### src/rtl/gate_link_pkg.sv
// rtl/gate_link_pkg.sv - shared types, line levels and parity helper for the gate transmit stage
package gate_link_pkg;

  typedef enum logic [2:0] {
    IDLE   = 3'd0,
    START  = 3'd1,
    DATA   = 3'd2,
    PARITY = 3'd3,
    STOP   = 3'd4
  } tx_state_e;

  localparam logic LINE_IDLE = 1'b1;
  localparam logic START_BIT = 1'b0;
  localparam logic STOP_BIT  = 1'b1;

  // Even parity bit over a zero-extended word (words up to 64 bits)
  function automatic logic even_parity(input logic [63:0] d);
    return ^d;
  endfunction

endpackage

### src/rtl/gate_tx_serializer_if.sv
// rtl/gate_tx_serializer_if.sv - data-source / sequencer handshake bundle for one gate
interface gate_tx_serializer_if #(
  parameter int DATA_W = 8
);
  logic [DATA_W-1:0] i_data;
  logic              i_valid;
  logic              o_full;
  logic              i_tx_start;
  logic              o_tx_ready;
  logic              o_tx_line;
  logic              o_busy;
  logic              o_underrun;

  modport master (
    output i_data, i_valid, i_tx_start,
    input  o_full, o_tx_ready, o_tx_line, o_busy, o_underrun
  );

  modport slave (
    input  i_data, i_valid, i_tx_start,
    output o_full, o_tx_ready, o_tx_line, o_busy, o_underrun
  );
endinterface

### src/rtl/gate_tx_fifo.sv
// rtl/gate_tx_fifo.sv - small synchronous word FIFO feeding the serializer
module gate_tx_fifo #(
  parameter int DEPTH = 4,
  parameter int WIDTH = 8
) (
  input  logic             i_clk,
  input  logic             i_rst_n,
  input  logic             i_push,
  input  logic             i_pop,
  input  logic [WIDTH-1:0] i_din,
  output logic [WIDTH-1:0] o_dout,
  output logic             o_full,
  output logic             o_empty
);
  localparam int AW = (DEPTH > 1) ? $clog2(DEPTH) : 1;

  logic [WIDTH-1:0] mem_q [DEPTH];
  logic [AW-1:0]    wr_q, wr_d;
  logic [AW-1:0]    rd_q, rd_d;
  logic [AW:0]      cnt_q, cnt_d;
  logic             do_push, do_pop;

  assign o_full  = (cnt_q == (AW+1)'(DEPTH));
  assign o_empty = (cnt_q == '0);
  assign o_dout  = mem_q[rd_q];

  // Writes while full and reads while empty are silently ignored
  assign do_push = i_push && !o_full;
  assign do_pop  = i_pop && !o_empty;

  // Pointer and occupancy next-state; pointers wrap because DEPTH is a power of two
  always_comb begin
    wr_d  = do_push ? wr_q + AW'(1) : wr_q;
    rd_d  = do_pop ? rd_q + AW'(1) : rd_q;
    cnt_d = cnt_q;
    if (do_push && !do_pop) cnt_d = cnt_q + (AW+1)'(1);
    else if (!do_push && do_pop) cnt_d = cnt_q - (AW+1)'(1);
  end

  // Pointer and occupancy registers; reset empties the buffer
  always_ff @(posedge i_clk or negedge i_rst_n) begin
    if (!i_rst_n) begin
      wr_q  <= '0;
      rd_q  <= '0;
      cnt_q <= '0;
    end else begin
      wr_q  <= wr_d;
      rd_q  <= rd_d;
      cnt_q <= cnt_d;
    end
  end

  // Storage array, no reset needed since occupancy gates every read
  always_ff @(posedge i_clk) begin
    if (do_push) mem_q[wr_q] <= i_din;
  end

endmodule

### src/rtl/gate_tx_serializer.sv
// rtl/gate_tx_serializer.sv - per-gate buffered framed serializer with start/parity/stop bits
module gate_tx_serializer #(
  parameter int DATA_W     = 8,
  parameter int CLK_DIV    = 4,
  parameter int FIFO_DEPTH = 4
) (
  input  logic                 i_clk,
  input  logic                 i_rst_n,
  gate_tx_serializer_if.slave  bus
);
  import gate_link_pkg::*;

  localparam int DIV_W = (CLK_DIV > 1) ? $clog2(CLK_DIV) : 1;
  localparam int IDX_W = (DATA_W > 1) ? $clog2(DATA_W) : 1;
  localparam logic [DIV_W-1:0] DIV_LAST = DIV_W'(CLK_DIV - 1);
  localparam logic [IDX_W-1:0] IDX_LAST = IDX_W'(DATA_W - 1);

  tx_state_e         state_q, state_d;
  logic [DIV_W-1:0]  div_q, div_d;
  logic [IDX_W-1:0]  idx_q, idx_d;
  logic [DATA_W-1:0] shift_q, shift_d;
  logic              parity_q, parity_d;
  logic              line_q, line_d;
  logic              busy_q;
  logic              underrun_q;

  logic [DATA_W-1:0] fifo_dout;
  logic              fifo_full, fifo_empty;
  logic              is_idle, start_ok, div_last;

  assign is_idle  = (state_q == IDLE);
  assign start_ok = bus.i_tx_start && is_idle && !fifo_empty;
  assign div_last = (div_q == DIV_LAST);

  gate_tx_fifo #(
    .DEPTH (FIFO_DEPTH),
    .WIDTH (DATA_W)
  ) u_fifo (
    .i_clk   (i_clk),
    .i_rst_n (i_rst_n),
    .i_push  (bus.i_valid),
    .i_pop   (start_ok),
    .i_din   (bus.i_data),
    .o_dout  (fifo_dout),
    .o_full  (fifo_full),
    .o_empty (fifo_empty)
  );

  assign bus.o_full     = fifo_full;
  assign bus.o_tx_ready = is_idle && !fifo_empty;
  assign bus.o_tx_line  = line_q;
  assign bus.o_busy     = busy_q;
  assign bus.o_underrun = underrun_q;

  // Frame sequencing: line_d always carries the level of the bit entered next cycle
  always_comb begin
    state_d  = state_q;
    div_d    = is_idle ? '0 : (div_last ? '0 : div_q + DIV_W'(1));
    idx_d    = idx_q;
    shift_d  = shift_q;
    parity_d = parity_q;
    line_d   = line_q;
    case (state_q)
      IDLE: begin
        idx_d = '0;
        if (start_ok) begin
          state_d  = START;
          shift_d  = fifo_dout;
          parity_d = even_parity(64'(fifo_dout));
          line_d   = START_BIT;
        end
      end
      START: if (div_last) begin
        state_d = DATA;
        idx_d   = '0;
        line_d  = shift_q[0];
      end
      DATA: if (div_last) begin
        if (idx_q == IDX_LAST) begin
          state_d = PARITY;
          idx_d   = '0;
          line_d  = parity_q;
        end else begin
          idx_d   = idx_q + IDX_W'(1);
          shift_d = shift_q >> 1;
          line_d  = shift_d[0];
        end
      end
      PARITY: if (div_last) begin
        state_d = STOP;
        line_d  = STOP_BIT;
      end
      STOP: if (div_last) begin
        state_d = IDLE;
        line_d  = LINE_IDLE;
      end
      default: begin
        state_d = IDLE;
        line_d  = LINE_IDLE;
      end
    endcase
  end

  // Serializer state; reset aborts any frame and returns the line high at once
  always_ff @(posedge i_clk or negedge i_rst_n) begin
    if (!i_rst_n) begin
      state_q    <= IDLE;
      div_q      <= '0;
      idx_q      <= '0;
      shift_q    <= '0;
      parity_q   <= 1'b0;
      line_q     <= LINE_IDLE;
      busy_q     <= 1'b0;
      underrun_q <= 1'b0;
    end else begin
      state_q    <= state_d;
      div_q      <= div_d;
      idx_q      <= idx_d;
      shift_q    <= shift_d;
      parity_q   <= parity_d;
      line_q     <= line_d;
      busy_q     <= (state_d != IDLE);
      underrun_q <= bus.i_tx_start && is_idle && fifo_empty;
    end
  end

endmodule

### src/flat_wrapper.sv
// flat-port wrapper written by rule: the top's interface ports become plain ports
module gate_tx_serializer_flat import gate_link_pkg::*;
#(
  parameter int DATA_W     = 8,
  parameter int CLK_DIV    = 4,
  parameter int FIFO_DEPTH = 4
)
  (i_clk, i_rst_n, bus_i_data, bus_i_valid, bus_i_tx_start, bus_o_full, bus_o_tx_ready, bus_o_tx_line, bus_o_busy, bus_o_underrun);
  gate_tx_serializer_if #(.DATA_W(DATA_W)) bus_i ();
  input  logic i_clk;
  input  logic i_rst_n;
  input wire logic [$bits(bus_i.i_data)-1:0] bus_i_data;
  input wire logic [$bits(bus_i.i_valid)-1:0] bus_i_valid;
  input wire logic [$bits(bus_i.i_tx_start)-1:0] bus_i_tx_start;
  output wire logic [$bits(bus_i.o_full)-1:0] bus_o_full;
  output wire logic [$bits(bus_i.o_tx_ready)-1:0] bus_o_tx_ready;
  output wire logic [$bits(bus_i.o_tx_line)-1:0] bus_o_tx_line;
  output wire logic [$bits(bus_i.o_busy)-1:0] bus_o_busy;
  output wire logic [$bits(bus_i.o_underrun)-1:0] bus_o_underrun;
  assign bus_i.i_data = bus_i_data;
  assign bus_i.i_valid = bus_i_valid;
  assign bus_i.i_tx_start = bus_i_tx_start;
  assign bus_o_full = bus_i.o_full;
  assign bus_o_tx_ready = bus_i.o_tx_ready;
  assign bus_o_tx_line = bus_i.o_tx_line;
  assign bus_o_busy = bus_i.o_busy;
  assign bus_o_underrun = bus_i.o_underrun;
  gate_tx_serializer #(.DATA_W(DATA_W), .CLK_DIV(CLK_DIV), .FIFO_DEPTH(FIFO_DEPTH)) u_core (.i_clk(i_clk), .i_rst_n(i_rst_n), .bus(bus_i));
endmodule
### config.mk
export PLATFORM = sky130hd
export DESIGN_NAME = gate_tx_serializer_flat
export DESIGN_NICKNAME = d
export VERILOG_FILES = /design/src/rtl/gate_link_pkg.sv /design/src/rtl/gate_tx_serializer_if.sv /design/src/rtl/gate_tx_fifo.sv /design/src/rtl/gate_tx_serializer.sv /design/src/flat_wrapper.sv
export SDC_FILE = /design/constraint.sdc
export NUM_CORES = 1
export LEC_CHECK = 0
export CAP_MARGIN = 25
export CELL_PAD_IN_SITES_DETAIL_PLACEMENT = 0
export CELL_PAD_IN_SITES_GLOBAL_PLACEMENT = 2
export CORE_UTILIZATION = 33
export DETAILED_ROUTE_END_ITERATION = 12
export PLACE_DENSITY = 0.63
export RECOVER_POWER = 100
export REMOVE_ABC_BUFFERS = 1
export SLEW_MARGIN = 20
export SYNTH_ARGS = -nofsm -noshare
export SYNTH_HDL_FRONTEND = slang
export SYNTH_HIERARCHICAL = 1
export SYNTH_SLANG_ARGS = --single-unit
### constraint.sdc
create_clock -name i_clk -period 6.79 [get_ports i_clk]
set_input_delay 1.358 -clock i_clk [delete_from_list [all_inputs] [get_ports i_clk]]
set_output_delay 1.358 -clock i_clk [all_outputs]
set_load 0.03 [all_outputs]
==> results of run 1 <==
per-layer routing:
layer  vias up  GRT usage  wire length (um)
li1        683          -                 -
met5         -          0                 0
met4         0     0.0625                66
met1       718      0.146              1940
met3         6     0.0381               144
met2        18      0.208              2390
cells in the mapped netlist, types with 3 or more instances:
cell      instances  share of area
a22o_1            3         0.0098
and2_2            4          0.011
buf_2             3         0.0056
buf_6             4          0.017
dfrtp_1          26           0.24
edfxtp_1         32           0.36
ha_1              8          0.037
inv_1             5         0.0070
mux2_4            3          0.017
mux2i_1           7          0.026
mux4_2            8          0.067
nand2_1          13          0.018
nor2_1            4         0.0056
nor2b_1           4         0.0094
o21ai_0           3         0.0056
o21ai_1           8          0.015
xnor2_1          11          0.036
xor2_1            3         0.0098
flip-flops by register name (all words and copies together), names as in the netlist, 2 cells and up:
signal               count
u_core/div_q             2
u_core/idx_q             3
u_core/shift_q           8
u_core/state_q           3
u_core/u_fifo/cnt_q      3
u_core/u_fifo/mem_q     32
u_core/u_fifo/rd_q       2
u_core/u_fifo/wr_q       2
power by group:
part	internal [mW]	total (mW)	switching, mW	leakage [nW]
registers	0.488	0.586	0.0979	0.630
logic	0.248	0.486	0.237	0.450
clock network	0.176	0.331	0.156	0.102
layout by cell type, fill, tap and decap left out, drive strengths merged, types with 2 or more instances in the layout:
master | synthesis | final
ha | 8 | 8
xor2 | 3 | 3
a21oi | 2 | 2
nand3b | 2 | 2
clkbuf | 1 | 10
nor3b | 2 | 2
and2 | 4 | 4
mux2 | 4 | 4
nor2b | 5 | 5
inv | 5 | 10
a22o | 3 | 3
o21ai | 13 | 13
dfrtp | 26 | 26
mux2i | 7 | 7
edfxtp | 32 | 32
mux4 | 8 | 8
nand2 | 13 | 13
xnor2 | 11 | 11
nor2 | 5 | 5
dlygate4sd3 | 0 | 16
nor3 | 3 | 3
nand2b | 2 | 2
and3b | 2 | 2
area by class of cell:
| class | instances | area share |
|---|---|---|
| tap | 102 | 0.0416 |
| clock buffer | 9 | 0.0404 |
| timing repair buffer | 17 | 0.0534 |
| sequential | 59 | 0.534 |
| multi-input combinational | 105 | 0.298 |
| clock inverter | 7 | 0.0265 |
| inverter | 5 | 0.00612 |
stage by stage:
step,cells,worst slack (ns),util
after floorplan,169,3.77,-
after global placement,288,3.40,0.373
after detailed placement,288,3.34,0.373
after CTS,304,3.21,0.399
after global routing,304,3.11,0.395
final,304,3.27,0.395
final timing paths:
kind                                                 end  slack (ns)  cells after the start
setup / recovery                          bus_o_tx_ready        3.27                      3
hold / removal                 u_core/div_q[0]$_DFF_PN0_        0.44                      1
setup reg to reg           u_core/shift_q[3]$_DFFE_PN0P_        4.16                      4
hold reg to reg                u_core/div_q[0]$_DFF_PN0_        0.44                      1
max in group asynchronous  u_core/shift_q[3]$_DFFE_PN0P_        3.99                      2
min in group asynchronous    u_core/state_q[2]$_DFF_PN0_        1.92                      2
cell families after synthesis:
kind of cell	Yosys count
flip-flops	59
AND/OR/NAND/NOR	41
AO/OA/AOI/OAI	22
multiplexers	19
XOR/XNOR	14
buffers and inverters	14
adder cells (fa/ha/maj)	9
worst max-delay path: cells and delay by family, from the launching register on:
kind,cells,cell delay (ns)
flops,1,0.46
simple gates,2,0.65
buf+inv,1,0.73
==> results.md, run 1 <==
- Main synth FF type: edfxtp_1
- Layout cell share with drive strength beyond 1: 0.149
- Worst-path cell chain: nor3_1 > nor4_1 > dlygate4sd3_1
- Routed wire length: 4540 um
- # H-tree levels: 3
- Failing checks: capacitance limit
- Synth Area in Simple Gates: 0.0960
- Avg Synthesized Cell Area: 15.0 um2
- Finished Cell Area: 0.00307 mm2
- RR Startpoint: u_core/u_fifo/cnt_q[0]$_DFFE_PN0P_
- Port bufs: 16
- Global-route wire length before repair: 7830 um
- Worst EP arrival: 2.17 ns
- ANT cells: 0
- Least-Margin Pin Slew: 1.50 ns
- PD cells: 458 mW/mm2
- Pre-antenna DRT Iters: 5
- Clock sinks: 59
- Fmax: 0.284 GHz
- Post-synthesis cell type count: 41
- Clk buf depth: 2
- Core ar.: 0.00777 mm2
- Slowest cell on crit path: dlygate4sd3_1
- Num rows: 32
- Xor/xnor share of the synthesized area: 0.0459
- Fillers: 763
- Area growth, synth to finish: 14.7%
- Status: complete, but fails checks
- Number of gates resized after cts: 0
- Final period util: 0.519
- Lkg Pwr: 1.18 nW
- CP Launch Type: flip-flop
- Unrepaired setup endpoints after global routing: no
- Worst-Skew Late Latency: 0.33 ns
- Mux cell area share after synthesis: 0.115
- Die Y-Extent: 92.0 um
- Final GP Congestion: 0.656
- Post-synthesis sequential area ratio: 0.613
- Cells after synthesis: 178
- Starting Density: 0.344
- Hold-fix buffers, CTS: 0
- #FFs+latches synth: 59
- Yosys warning count: 6
- CP Data Required Time: 5.43 ns
- Synth Area in Adders: 0.0449
- Clk_skew: 0.00972 ns
- Wire per inst: 14.9 um
- Setup CP Type: flip-flop to primary output
- Die width: 92.0 um
- Vias in the first global route: 1538
- Multi-input logic area: 913 um2
- Reg clk slew, reported paths: 0.08 ns
- Largest net degree at the start of global routing: 28
- Final antenna-violating net count: 0
- Initial antenna violation count: 0
- Vias per inst: 4.69
- Setup_tns: 0 ns
- Root Driver: clkbuf_8
- Power Total: 1.40 mW
- Min Tclk post-route: 3.52 ns
- # Post-CTS Setup Buffers: 0
- CP Launch Point: u_core/u_fifo/cnt_q[0]$_DFFE_PN0P_
- Compound-cell area share of the yosys netlist: 0.0520
- HP Start: u_core/div_q[0]$_DFF_PN0_
- GRT Residual Overflow: 0
- # DRC: 0
- Placement Cell Area: 0.00290 mm2
- WHS: 0.439 ns
- Die ar.: 0.00846 mm2
- Final Max Tran Viols: 0
- Max-cap violation count: 1
- TritonCTS clock tree: done
- Final setup vio count: 0
- Crit path max fanout: 6
- Main combinational cell family by area after synthesis: multiplexers
- Critical Path Sink Type: primary output
- Storage element area: 0.00164 mm2
- Hpwl dp: 3040 um
- Total GRT Usage: 0.125
- Top Ports: 17
- Asr flop ratio synth: 0.458
- CTS buffer count: 9
- Netlist Area Pre-Place: 0.00267 mm2
- Hold Path Class: flip-flop to flip-flop
- 1st-iter DRT viols: 61
- Worst vdd ir: 0.173 mV
- CP max stage delay: 0.73 ns
- Fin nets: 218
- Number of synthesized flops with an enable pin: 32
- Final Hold Vio Count: 0
- Vias post-DR: 1425
- Rel. slew slack: 0.000109
Power figures use the tool's default switching activity.
==> run 2: changes to the inputs <==
- PLACE_DENSITY: 0.63 -> 0.66
- clock period: 6.79 -> 2.9 ns (I/O delays scaled with it)
==> results.md, run 2 (synthesis gave the netlist of run 1 again) <==
- Status: complete, but fails checks
- Failing checks: capacitance limit, slew limit
- Cells after DPL: 290 (+0.69%)
- Initial antenna violation count: 0 (unchanged)
- Most frequent cells in the layout: 32 x edfxtp_1, 26 x dfrtp_1, 15 x dlygate4sd3_1
- Hold-fix buffers, CTS: 0 (unchanged)
- Wire per inst: 15.0 um (+0.51%)
- Min Tclk post-route: 2.63 ns
- Port bufs: 16 (unchanged)
- Core ar.: 0.00777 mm2 (unchanged)
- Rel. slew slack: -0.0410 (-0.0411)
- Max FFs per register: 32 (unchanged)
- Max-cap violation count: 1 (unchanged)
- Largest net degree at the start of global routing: 28 (unchanged)
- Clock sinks: 59 (unchanged)
- Final Max Tran Viols: 28 (+28)
- Fmax: 0.380 GHz
- Root Driver: clkbuf_8
- Fin cells: 306 (+0.66%)
- WHS: 0.446 ns (+0.00701 ns)
- Final setup vio count: 0 (unchanged)
- Leading cell type in the layout, fill and taps excluded: edfxtp_1
- CP Data Required Time: 2.32 ns (-3.11 ns)
- Biggest register: u_core/u_fifo/mem_q
- Starting Density: 0.344 (unchanged)
- Total GRT Usage: 0.126 (+0.000693)
- Worst-Skew Late Latency: 0.34 ns (about the same)
- Routed wire length: 4590 um (+1.2%)
- Worst vdd ir: 0.355 mV (+100%)
- DP Worst Slack: 0.194 ns (-3.15 ns)
- GRT Residual Overflow: 0 (unchanged)
- Global-route wire length before repair: 7830 um (unchanged)
- Vias in the first global route: 1619 (+5.3%)
- Hpwl dp: 3120 um (+2.8%)
- Final Util: 0.396 (+0.00161)
- TritonCTS clock tree: done
- Die width: 92.0 um (unchanged)
- Final Hold Vio Count: 0 (unchanged)
- CP Launch Type: flip-flop
- Setup_tns: 0 ns (unchanged)
- Lkg Pwr: 1.19 nW (+0.75%)
- Setup CP Type: flip-flop to primary output
- Reg clk slew, reported paths: 0.08 ns (about the same)
- Vias post-DR: 1440 (+1.1%)
- Pre-antenna DRT Iters: 4 (-1)
- Least-Margin Pin Slew: 1.56 ns (+0.0617 ns)
- Unrepaired setup endpoints after global routing: no
- Largest registers: u_core/u_fifo/mem_q: 32 flops, u_core/shift_q: 8 flops
- Final period util: 0.909
- Top Ports: 17 (unchanged)
- Critical Path Sink Type: primary output
- Number of gates resized after cts: 0 (unchanged)
- # DRC: 0 (unchanged)
- Placement Cell Area: 0.00291 mm2 (+0.52%)
- Final antenna-violating net count: 0 (unchanged)
- CTS buffer count: 9 (unchanged)
- Setup ws final: 0.265 ns (-3.00 ns)
- Die Y-Extent: 92.0 um (unchanged)
- Layout cell share with drive strength beyond 1: 0.157 (+0.00835)
- Crit path max fanout: 5 (-1)
- Clk buf depth: 2 (unchanged)
- Fin nets: 220 (+0.92%)
- 1st-iter DRT viols: 50 (-18%)
- Worst EP arrival: 2.05 ns (-0.12 ns)
- ANT cells: 0 (unchanged)
- Die ar.: 0.00846 mm2 (unchanged)
- Vias per inst: 4.71 (+0.39%)
- Finished Cell Area: 0.00308 mm2 (+0.41%)
- Power Total: 3.31 mW (+140%)
- Num rows: 32 (unchanged)
- PD cells: 1070 mW/mm2 (+130%)
- Final GP Congestion: 0.737 (+12%)
- Clk_skew: 0.00920 ns (-0.000526 ns)
- Area growth, synth to finish: 15.2%
- # H-tree levels: 3 (unchanged)
- # Post-CTS Setup Buffers: 0 (unchanged)
- Hold Path Class: flip-flop to flip-flop
-- run 2: final cells by class --
class	instances	area [um2]
clock inverters	7	82.6
clock buffers	9	124
flip-flops and latches	59	1640
fillers	766	4690
well taps	102	128
multi-input cells	105	913
inverters	5	18.8
repair buffers	19	175
-- run 2: metal layers --
metal / up-vias / wire length, um / GRT usage
met2: 23 / 2260 / 0.203
met4: 0 / 87 / 0.0703
li1: 689 / - / -
met5: - / 0 / 0
met3: 6 / 143 / 0.0348
met1: 722 / 2100 / 0.151
-- run 2: power breakdown --
part | switching, mW | internal [mW]
combinational | 0.590 | 0.591
sequential | 0.202 | 1.14
clock | 0.370 | 0.411
total | 1.16 | 2.15
-- run 2: final timing paths --
kind                                                            to                               start  cells past startpoint  slack (ns)
worst max-delay path                                bus_o_tx_ready  u_core/u_fifo/cnt_q[0]$_DFFE_PN0P_                      4        0.27
worst max register to register  u_core/u_fifo/cnt_q[1]$_DFFE_PN0P_         u_core/state_q[2]$_DFF_PN0_                      8        0.43
max in group asynchronous        u_core/u_fifo/rd_q[1]$_DFFE_PN0P_                             i_rst_n                      2        0.83
worst min register to register           u_core/div_q[0]$_DFF_PN0_           u_core/div_q[0]$_DFF_PN0_                      1        0.45
worst min-delay path                     u_core/div_q[0]$_DFF_PN0_           u_core/div_q[0]$_DFF_PN0_                      1        0.45
min in group asynchronous              u_core/idx_q[1]$_DFFE_PN0P_                             i_rst_n                      2        1.16
-- run 2: worst max-delay path, stage by stage (launching register included) --
cell and delay (ns):
dfrtp_1 0.46, nor3_1 0.32, buf_4 0.20, nor4_1 0.04, dlygate4sd3_1 0.70
